## src/rtl/key_event_ctrl.sv

```systemverilog
`default_nettype none
// ============================================================================
// Module      : key_event_ctrl
// Description : 4x4 keypad event controller. It debounces press and release,
//               generates auto-repeat, and queues events in a FIFO that the
//               processor reads over the chip-select bus.
// Revision    : 1.0 - initial release
// ============================================================================
module key_event_ctrl #(
    parameter int TICK_DIV = 250_000,
    parameter int DEB_N    = 3,
    parameter int REP_DLY  = 100,
    parameter int REP_PER  = 20,
    parameter int FIFO_AW  = 3
) (
    input  logic        clk,
    input  logic        rst,
    input  logic [7:0]  scan_val,
    input  logic        cs,
    input  logic        rd,
    input  logic        addr,
    output logic [15:0] rddata,
    output logic        irq
);
    localparam int c_TW    = (TICK_DIV > 1) ? $clog2(TICK_DIV) : 1;
    localparam int c_DW    = $clog2(DEB_N + 1);
    localparam int c_RW    = $clog2(REP_DLY + 1);
    localparam int c_CW    = FIFO_AW + 1;
    localparam int c_DEPTH = 1 << FIFO_AW;

    localparam logic [1:0] c_EV_PRESS   = 2'b01;
    localparam logic [1:0] c_EV_REPEAT  = 2'b10;
    localparam logic [1:0] c_EV_RELEASE = 2'b11;

    typedef enum logic [1:0] {
        S_IDLE     = 2'd0,
        S_PRESS_DB = 2'd1,
        S_HELD     = 2'd2,
        S_REL_DB   = 2'd3
    } state_t;

    function automatic logic is_onehot(input logic [3:0] v);
        return (v != 4'd0) && ((v & (v - 4'd1)) == 4'd0);
    endfunction

    function automatic logic [1:0] idx4(input logic [3:0] v);
        logic [1:0] r;
        r = 2'd0;
        for (int i = 0; i < 4; i++) begin
            if (v[i]) r = 2'(i);
        end
        return r;
    endfunction

    state_t              state_q, state_d;
    logic [c_TW-1:0]     tick_cnt_q, tick_cnt_d;
    logic [c_DW-1:0]     dcnt_q, dcnt_d;
    logic [c_RW-1:0]     rcnt_q, rcnt_d;
    logic [3:0]          cand_q, cand_d;
    logic [3:0]          cur_q, cur_d;
    logic [FIFO_AW-1:0]  wr_ptr_q, wr_ptr_d;
    logic [FIFO_AW-1:0]  rd_ptr_q, rd_ptr_d;
    logic [c_CW-1:0]     count_q, count_d;
    logic                ovf_q, ovf_d;
    logic [7:0]          mem_q [c_DEPTH];

    logic                w_tick;
    logic                w_is_key;
    logic [3:0]          w_code;
    logic                w_push;
    logic [7:0]          w_push_byte;
    logic                w_pop;
    logic                w_wr;
    logic [3:0]          w_cnt4;

    assign w_tick   = (tick_cnt_q == c_TW'(TICK_DIV - 1));
    assign w_is_key = is_onehot(scan_val[7:4]) && is_onehot(scan_val[3:0]);
    assign w_code   = {idx4(scan_val[7:4]), idx4(scan_val[3:0])};

    always_comb begin
        tick_cnt_d  = w_tick ? '0 : tick_cnt_q + c_TW'(1);
        state_d     = state_q;
        dcnt_d      = dcnt_q;
        rcnt_d      = rcnt_q;
        cand_d      = cand_q;
        cur_d       = cur_q;
        w_push      = 1'b0;
        w_push_byte = 8'h00;
        if (w_tick) begin
            unique case (state_q)
                S_IDLE: begin
                    if (w_is_key) begin
                        cand_d  = w_code;
                        dcnt_d  = c_DW'(1);
                        state_d = S_PRESS_DB;
                    end
                end
                S_PRESS_DB: begin
                    if (w_is_key && (w_code == cand_q)) begin
                        dcnt_d = dcnt_q + c_DW'(1);
                        if (dcnt_q + c_DW'(1) == c_DW'(DEB_N)) begin
                            w_push      = 1'b1;
                            w_push_byte = {c_EV_PRESS, 2'b00, cand_q};
                            cur_d       = cand_q;
                            rcnt_d      = '0;
                            state_d     = S_HELD;
                        end
                    end else begin
                        state_d = S_IDLE;
                    end
                end
                S_HELD: begin
                    if (w_is_key && (w_code == cur_q)) begin
                        if (rcnt_q == c_RW'(REP_DLY - 1)) begin
                            w_push      = 1'b1;
                            w_push_byte = {c_EV_REPEAT, 2'b00, cur_q};
                            rcnt_d      = c_RW'(REP_DLY - REP_PER);
                        end else begin
                            rcnt_d = rcnt_q + c_RW'(1);
                        end
                    end else begin
                        dcnt_d  = c_DW'(1);
                        state_d = S_REL_DB;
                    end
                end
                S_REL_DB: begin
                    // rcnt is left untouched so a bounce back resumes the repeat timing
                    if (w_is_key && (w_code == cur_q)) begin
                        state_d = S_HELD;
                    end else begin
                        dcnt_d = dcnt_q + c_DW'(1);
                        if (dcnt_q + c_DW'(1) == c_DW'(DEB_N)) begin
                            w_push      = 1'b1;
                            w_push_byte = {c_EV_RELEASE, 2'b00, cur_q};
                            state_d     = S_IDLE;
                        end
                    end
                end
                default: state_d = S_IDLE;
            endcase
        end
    end

    // A push into a full FIFO is accepted only when a pop frees a slot in the same cycle
    assign w_pop = cs && rd && !addr && (count_q != '0);
    assign w_wr  = w_push && ((count_q != c_CW'(c_DEPTH)) || w_pop);

    always_comb begin
        wr_ptr_d = wr_ptr_q + (w_wr ? FIFO_AW'(1) : FIFO_AW'(0));
        rd_ptr_d = rd_ptr_q + (w_pop ? FIFO_AW'(1) : FIFO_AW'(0));
        count_d  = count_q + (w_wr ? c_CW'(1) : c_CW'(0)) - (w_pop ? c_CW'(1) : c_CW'(0));
        ovf_d    = ovf_q;
        if (cs && rd && addr) ovf_d = 1'b0;
        if (w_push && !w_wr)  ovf_d = 1'b1;
    end

    always_ff @(posedge clk) begin
        if (rst) begin
            state_q    <= S_IDLE;
            tick_cnt_q <= '0;
            dcnt_q     <= '0;
            rcnt_q     <= '0;
            cand_q     <= '0;
            cur_q      <= '0;
            wr_ptr_q   <= '0;
            rd_ptr_q   <= '0;
            count_q    <= '0;
            ovf_q      <= 1'b0;
        end else begin
            state_q    <= state_d;
            tick_cnt_q <= tick_cnt_d;
            dcnt_q     <= dcnt_d;
            rcnt_q     <= rcnt_d;
            cand_q     <= cand_d;
            cur_q      <= cur_d;
            wr_ptr_q   <= wr_ptr_d;
            rd_ptr_q   <= rd_ptr_d;
            count_q    <= count_d;
            ovf_q      <= ovf_d;
        end
    end

    always_ff @(posedge clk) begin
        if (!rst && w_wr) mem_q[wr_ptr_q] <= w_push_byte;
    end

    assign w_cnt4 = 4'(count_q);

    always_comb begin
        rddata = 16'h0000;
        if (cs) begin
            if (!addr) begin
                if (count_q != '0) rddata = {8'h00, mem_q[rd_ptr_q]};
            end else begin
                rddata = {ovf_q, 11'b0, w_cnt4};
            end
        end
    end

    assign irq = (count_q != '0);

endmodule
`default_nettype wire

```

## config.mk

```make
export PLATFORM = sky130hd
export DESIGN_NAME = key_event_ctrl
export DESIGN_NICKNAME = d
export VERILOG_FILES = /design/src/rtl/key_event_ctrl.sv
export SDC_FILE = /design/constraint.sdc
export NUM_CORES = 1
export LEC_CHECK = 0
export ABC_CLOCK_PERIOD_IN_PS = 11200
export CORE_ASPECT_RATIO = 1.25
export CORE_MARGIN = 2
export CORE_UTILIZATION = 50
export CTS_BUF_LIST = sky130_fd_sc_hd__clkbuf_4 sky130_fd_sc_hd__clkbuf_8
export CTS_CLUSTER_DIAMETER = 80
export CTS_CLUSTER_SIZE = 30
export DETAILED_ROUTE_END_ITERATION = 6
export PLACE_DENSITY = 0.79
export SYNTH_ARGS = -nofsm -noshare
export SYNTH_HDL_FRONTEND = slang
export SYNTH_SLANG_ARGS = --single-unit
export TNS_END_PERCENT = 30
```

## constraint.sdc

```tcl
create_clock -name clk -period 11.2 [get_ports clk]
set_input_delay 2.24 -clock clk [delete_from_list [all_inputs] [get_ports clk]]
set_output_delay 2.24 -clock clk [all_outputs]
set_load 0.02 [all_outputs]
```

# Word-level counts from Yosys, hierarchy flattened
# Memories as Yosys holds them, arrays and structs flattened. A register that Yosys moved wholly into a read port is not among the register bits.
# Cells that the tools add are included.
[word_totals]
regBits = 48
latchBits = 0
ramBits = 64
rom_bits = 0
inputBits = 13
out_inout_bits = 17
elab_cells = 118
n_memories = 1
[op_classes]
add_sub_neg = 9
multipliers = 0
n_div = 0
n_lt_le_gt_ge = 0
eq_ne = 17
n_shift = 0
n_mux = 49
bitwise = 2
reduce_logical = 30
[mem_list]
columns = ["name", "depth", "width", "read_ports", "rd_clocked_by_memory_dff", "wr", "line", "source"]
rows = [
  ["mem_q", 8, 8, 1, 1, 1, "65", "logic [7:0] mem_q [c_DEPTH];"],
]
[ops]
columns = ["cell", "count"]
rows = [
  ["$mux 8", 6],
  ["$mux 7", 6],
  ["$mux 16", 2],
  ["$mux 2", 13],
  ["$pmux 8 s3", 1],
  ["$add 18x1->18 const B", 1],
  ["$eq 18x18->1 const B", 1],
  ["$mux 1", 16],
  ["$pmux 2 s4", 2],
  ["$reduce_and 5->1", 3],
  ["$pmux 7 s2", 1],
  ["$logic_and 1x1->1", 12],
  ["$ne 2x2->1 const B", 6],
  ["$reduce_bool 4->1", 3],
  ["$and 4x4->4", 2],
  ["$eq 4x4->1", 2],
  ["$logic_not 4->1", 2],
  ["$sub 4x1->4 const B", 2],
  ["$add 7x1->7 const B", 1],
  ["$eq 7x7->1 const B", 1],
  ["$add 3x1->3", 2],
  ["$eq 2x2->1 const B", 3],
  ["$ne 3x3->1 const B", 2],
  ["$add 4x1->4", 1],
  ["other kinds (13)", 16],
]

# Logic depth before layout (Yosys ltp)
[logic_depth]
ltp_word = 13
ltp_mapped = 15
depth_no_buf = 14

# Worst setup path after synthesis
# No wires, ideal clock.
[synth_path]
path_kind = "input to register"
from = "input port scan_val[7]"
to = "register count_q[2]"
setup_time_ns = 0.128
t_arrival_ns = 5.191
required_time_ns = 11.072
slack_ns = 5.881
cell_stages = 15
n_path_buf = 2
cell_sequence = "buf_2 -> or4b_1 -> o311ai_1 -> nand2_1 -> or4_1 -> buf_2 -> a31oi_4 -> inv_1 -> ha_1 -> inv_1 -> ha_1 -> inv_1 -> fa_1 -> xor2_1 -> nor2_1"
[synth_via]
elab_chain_len = 13
elab_cells_between_ends = 20
classes_between = "add/sub (3); eq/ne (2); mux (7); bitwise (1); reduce/logical (7)"
[synth_rtl]
columns = ["element", "line", "source"]
rows = [
  ["from (decl)", "18", "input logic [7:0] scan_val,"],
  ["$sub 4x1->4", "43", "return (v != 4'd0) && ((v & (v - 4'd1)) == 4'd0);"],
  ["$and 4x4->4", "43", ""],
  ["$logic_not 4->1", "43", ""],
  ["$logic_and 1x1->1", "43", ""],
  ["$logic_and 1x1->1", "77", "assign w_is_key = is_onehot(scan_val[7:4]) && is_onehot(scan_val[3:0]);"],
  ["$logic_and 1x1->1 (on tied branches)", "113, 128, 99", ""],
  ["$mux 1 (on tied branches)", "128, 113, 99", ""],
  ["$pmux 1 s3 *", "90", "unique case (state_q)"],
  ["$mux 1 *", "89", "if (w_tick) begin"],
  ["$logic_and 1x1->1 *", "146", "assign w_wr = w_push && ((count_q != c_CW'(c_DEPTH)) || w_pop);"],
  ["$mux 1 *", "151", "count_d = count_q + (w_wr ? c_CW'(1) : c_CW'(0)) - (w_pop ? c_CW'(1) : c_CW'(0));"],
  ["$add 4x1->4 *", "151", ""],
  ["$sub 4x1->4 *", "151", ""],
  ["to (signal assigned)", "178", "count_q <= count_d;"],
  ["to (decl)", "63", "logic [c_CW-1:0] count_q, count_d;"],
]
# Every way passes the cells marked *; elsewhere a longest branch is shown, timed or not.
# A chain may end at the register's enable or synchronous reset.

# Final worst setup path
[layout_path]
from = "input port addr"
to = "output port rddata[0]"
[layout_via]
elab_chain_len = 2
[layout_rtl]
columns = ["element", "line", "source"]
rows = [
  ["from (decl)", "21", "input logic addr,"],
  ["$mux 16", "192", "if (!addr) begin"],
  ["$mux 16", "191", "if (cs) begin"],
  ["to (decl)", "22", "output logic [15:0] rddata,"],
]
# Every way passes these cells.

==> flow_metrics.env <==
export IMPL_dr_pass1_iters=4
export IMPL_finish_utilization_pct=56.8
export IMPL_grt_max_degree=34
export IMPL_timing_rr_start="tick_cnt_q[0]$_SDFF_PP0_"
export IMPL_crit_fanout=7
export IMPL_relSlewSlack_pct=44.6
export IMPL_min_to="tick_cnt_q[0]$_SDFF_PP0_"
export IMPL_antenna_cells=0
export IMPL_arrival_ps=4090
export IMPL_cts_resized=0
export IMPL_status="complete, no violations"
export IMPL_cts_buffers=9
export IMPL_die_w_um=91.0
export IMPL_wl_met1_mm=3.78
export IMPL_cts_path_max_buffers=2
export IMPL_timing_final_crit_period_ps=6330
export IMPL_drt_iter0_markers=147
export IMPL_cts_setup_buffers=0
export IMPL_grt_pass1_vias=3261
export IMPL_stdcell_count=573
export IMPL_tns_ps=0
export IMPL_fin_skew_ps=10.8
export IMPL_grt_antenna_before_repair=0
export IMPL_r2r_end="count_q[2]$_SDFF_PP0_"
export IMPL_start_util_pct=51.5
export IMPL_gr_usage_all_layers_pct=18.7
export IMPL_yosys_area_top_type="edfxtp_1"
export IMPL_fmax_mhz=158
export IMPL_finalSetupViolations=0
export IMPL_p_leak_nw=1.67
export IMPL_grt_overflow=0
export IMPL_synth_edf_count=48
export IMPL_met3_length_um=266
export IMPL_worstSetupStartpointType="input pin"
export IMPL_min_path_type="flip-flop to flip-flop"
export IMPL_ant_nets=0
export IMPL_drc_errors=0
export IMPL_crit_type="input pin to output pin"
export IMPL_design_die_area_um2=10300
export IMPL_grt_setup_unrepaired="false"
export IMPL_critPathCaptureType="output pin"
export IMPL_highest_layer="met4"
export IMPL_cts_sinks=96
export IMPL_cts_htree_levels=3
export IMPL_holdPathStages=1
export IMPL_reg2regPathDepth=14
export IMPL_ios=30
export IMPL_cts_tree="done"
export IMPL_clockRootBuffer="clkbuf_8"
export IMPL_synthTopCellsByArea="edfxtp_1, dfxtp_1, mux4_2"
export IMPL_chipHeight_um=113
export IMPL_yosysSeqAreaShare_pct=50.8
export IMPL_synth_ff_type="edfxtp_1"
export IMPL_holdBufCountCts=0
export IMPL_r2r_setup_slack_ps=7520
export IMPL_hold_viol=0
export IMPL_ir_worst_vdd_mv=0.0618
export IMPL_synth_seq_cells=96
export IMPL_max_cap_viol_count=0
export IMPL_synth_cell_type_count=61
export IMPL_stdcell_area_um2=5210
export IMPL_netlist_instances=427
export IMPL_hold_start="tick_cnt_q[0]$_SDFF_PP0_"
export IMPL_dpl_cell_count=557
export IMPL_num_rows=39
export IMPL_num_fill_cells=789
export IMPL_vias=3315
export IMPL_yosysWarningCount=0
export IMPL_dp_final_hpwl_mm=6.76
export IMPL_placed_area_um2=4990
export IMPL_synth_area_um2=4730
export IMPL_gp_congestion=0.777
export IMPL_nNetsFinal=472
export IMPL_clkLatencyLatePin_ps=370
export IMPL_tightest_slew_ps=830
export IMPL_syn2layout_area_growth_pct=10.2
export IMPL_synthArstFlopShare_pct=0
export IMPL_final_cell_mix="dfxtp_1, edfxtp_1, nor2_1"
export IMPL_final_max_slew_viol_count=0
export IMPL_cp_required_ps=8960
export IMPL_coreArea_um2=9170
export IMPL_finalCritPeriodShare_pct=56.5
export IMPL_io_buffers=20
export IMPL_clkSlewWorstSetupHoldPaths_ps=90
export IMPL_routed_wirelength_mm=9.31
export IMPL_viasPerCell=5.79
export IMPL_syn_mean_instance_area_um2=11.1
export IMPL_synth_top_area_share_pct=30.5
export IMPL_dr_wl_met2_mm=5.17
export IMPL_drive_gt1_share_pct=8.67
export IMPL_grt_pass1_wl_mm=15.4
export IMPL_wl_per_cell_um=16.2
export IMPL_p_per_area_nw_per_um2=135
==> worst max path at each step <==
| stage | slack [ps] | from | cells past startpoint | end |
|---|---|---|---|---|
| global placement | 4960 | addr | 5 | rddata[6] |
| global route | 4800 | addr | 5 | rddata[6] |
| finish | 4870 | addr | 5 | rddata[0] |
| floorplan | 5880 | scan_val[7] | 15 | count_q[2]$_SDFF_PP0_ |
| detailed placement | 4900 | addr | 5 | rddata[7] |
| CTS | 4890 | addr | 5 | rddata[7] |
==> worst max-delay path: stages <==
cell and delay (ps):
clkdlybuf4s50_1 510, a21oi_1 390, a22oi_1 150, nor2b_1 170, clkdlybuf4s50_1 630
==> Yosys cell counts, drive strengths merged (4+ instances only) <==
library cell / number
mux4: 12
nor2: 40
o21ai: 9
inv: 14
dfxtp: 48
mux2: 5
edfxtp: 48
xor2: 9
mux2i: 5
nor3: 10
clkbuf: 8
nand2: 30
ha: 13
and3: 14
nand4: 4
a22o: 4
xnor2: 15
a22oi: 4
or3: 5
nand3: 20
buf: 15
or4b: 5
or4: 6
nor2b: 12
a21oi: 19
o21a: 4
==> metrics by stage <==
stage	worst slack, ps	power (mW)	hold slack, ps
after floorplan	5880	0.434	418
after global placement	4960	0.454	440
after detailed placement	4900	0.459	443
after CTS	4890	0.707	464
after global routing	4800	0.730	478
final	4870	0.702	456
==> flip-flops by register name (all words and copies together), names as in the netlist <==
signal	cells
tick_cnt_q	18
count_q	4
dcnt_q	2
cur_q	4
cand_q	4
rcnt_q	7
wr_ptr_q	3
state_q	2
ovf_q	1
rd_ptr_q	3
mem_q	48
==> layer usage <==
metal | vias to the layer above | global-route usage (%)
met1 | 1638 | 21.0
li1 | 1608 | -
met3 | 10 | 4.06
met2 | 59 | 35.4
met5 | - | 0
met4 | 0 | 5.35
==> cell type report <==
| type | count | area (µm²) | area share, % |
|---|---|---|---|
| Sequential cell | 96 | 2400 | 46.1 |
| Multi-Input combinational cell | 302 | 2160 | 41.5 |
| Timing Repair Buffer | 22 | 215 | 4.13 |
| Tap cell | 123 | 154 | 2.95 |
| Clock buffer | 10 | 131 | 2.52 |
| Clock inverter | 6 | 91.3 | 1.75 |
| Inverter | 14 | 52.6 | 1.01 |
==> logic make-up (layout without fill, tap and decap cells) <==
logic type | after synthesis | count (layout) | share of synthesized area, %
other | 1 | 9 | 0.0794
AO/OA/AOI/OAI | 66 | 66 | 9.88
XOR/XNOR | 24 | 24 | 4.45
adder cells (fa/ha/maj) | 14 | 14 | 3.87
multiplexers | 22 | 22 | 7.97
flip-flops | 96 | 96 | 50.8
buffers and inverters | 37 | 52 | 4.02
AND/OR/NAND/NOR | 167 | 167 | 18.9
==> where the power goes <==
group          switching (mW)  leakage, nW  total (mW)  internal, mW
clock network           0.122        0.115       0.252         0.130
logic                  0.0412        0.821      0.0751        0.0339
registers             0.00592        0.732       0.375         0.369
Power figures use the tool's default switching activity.
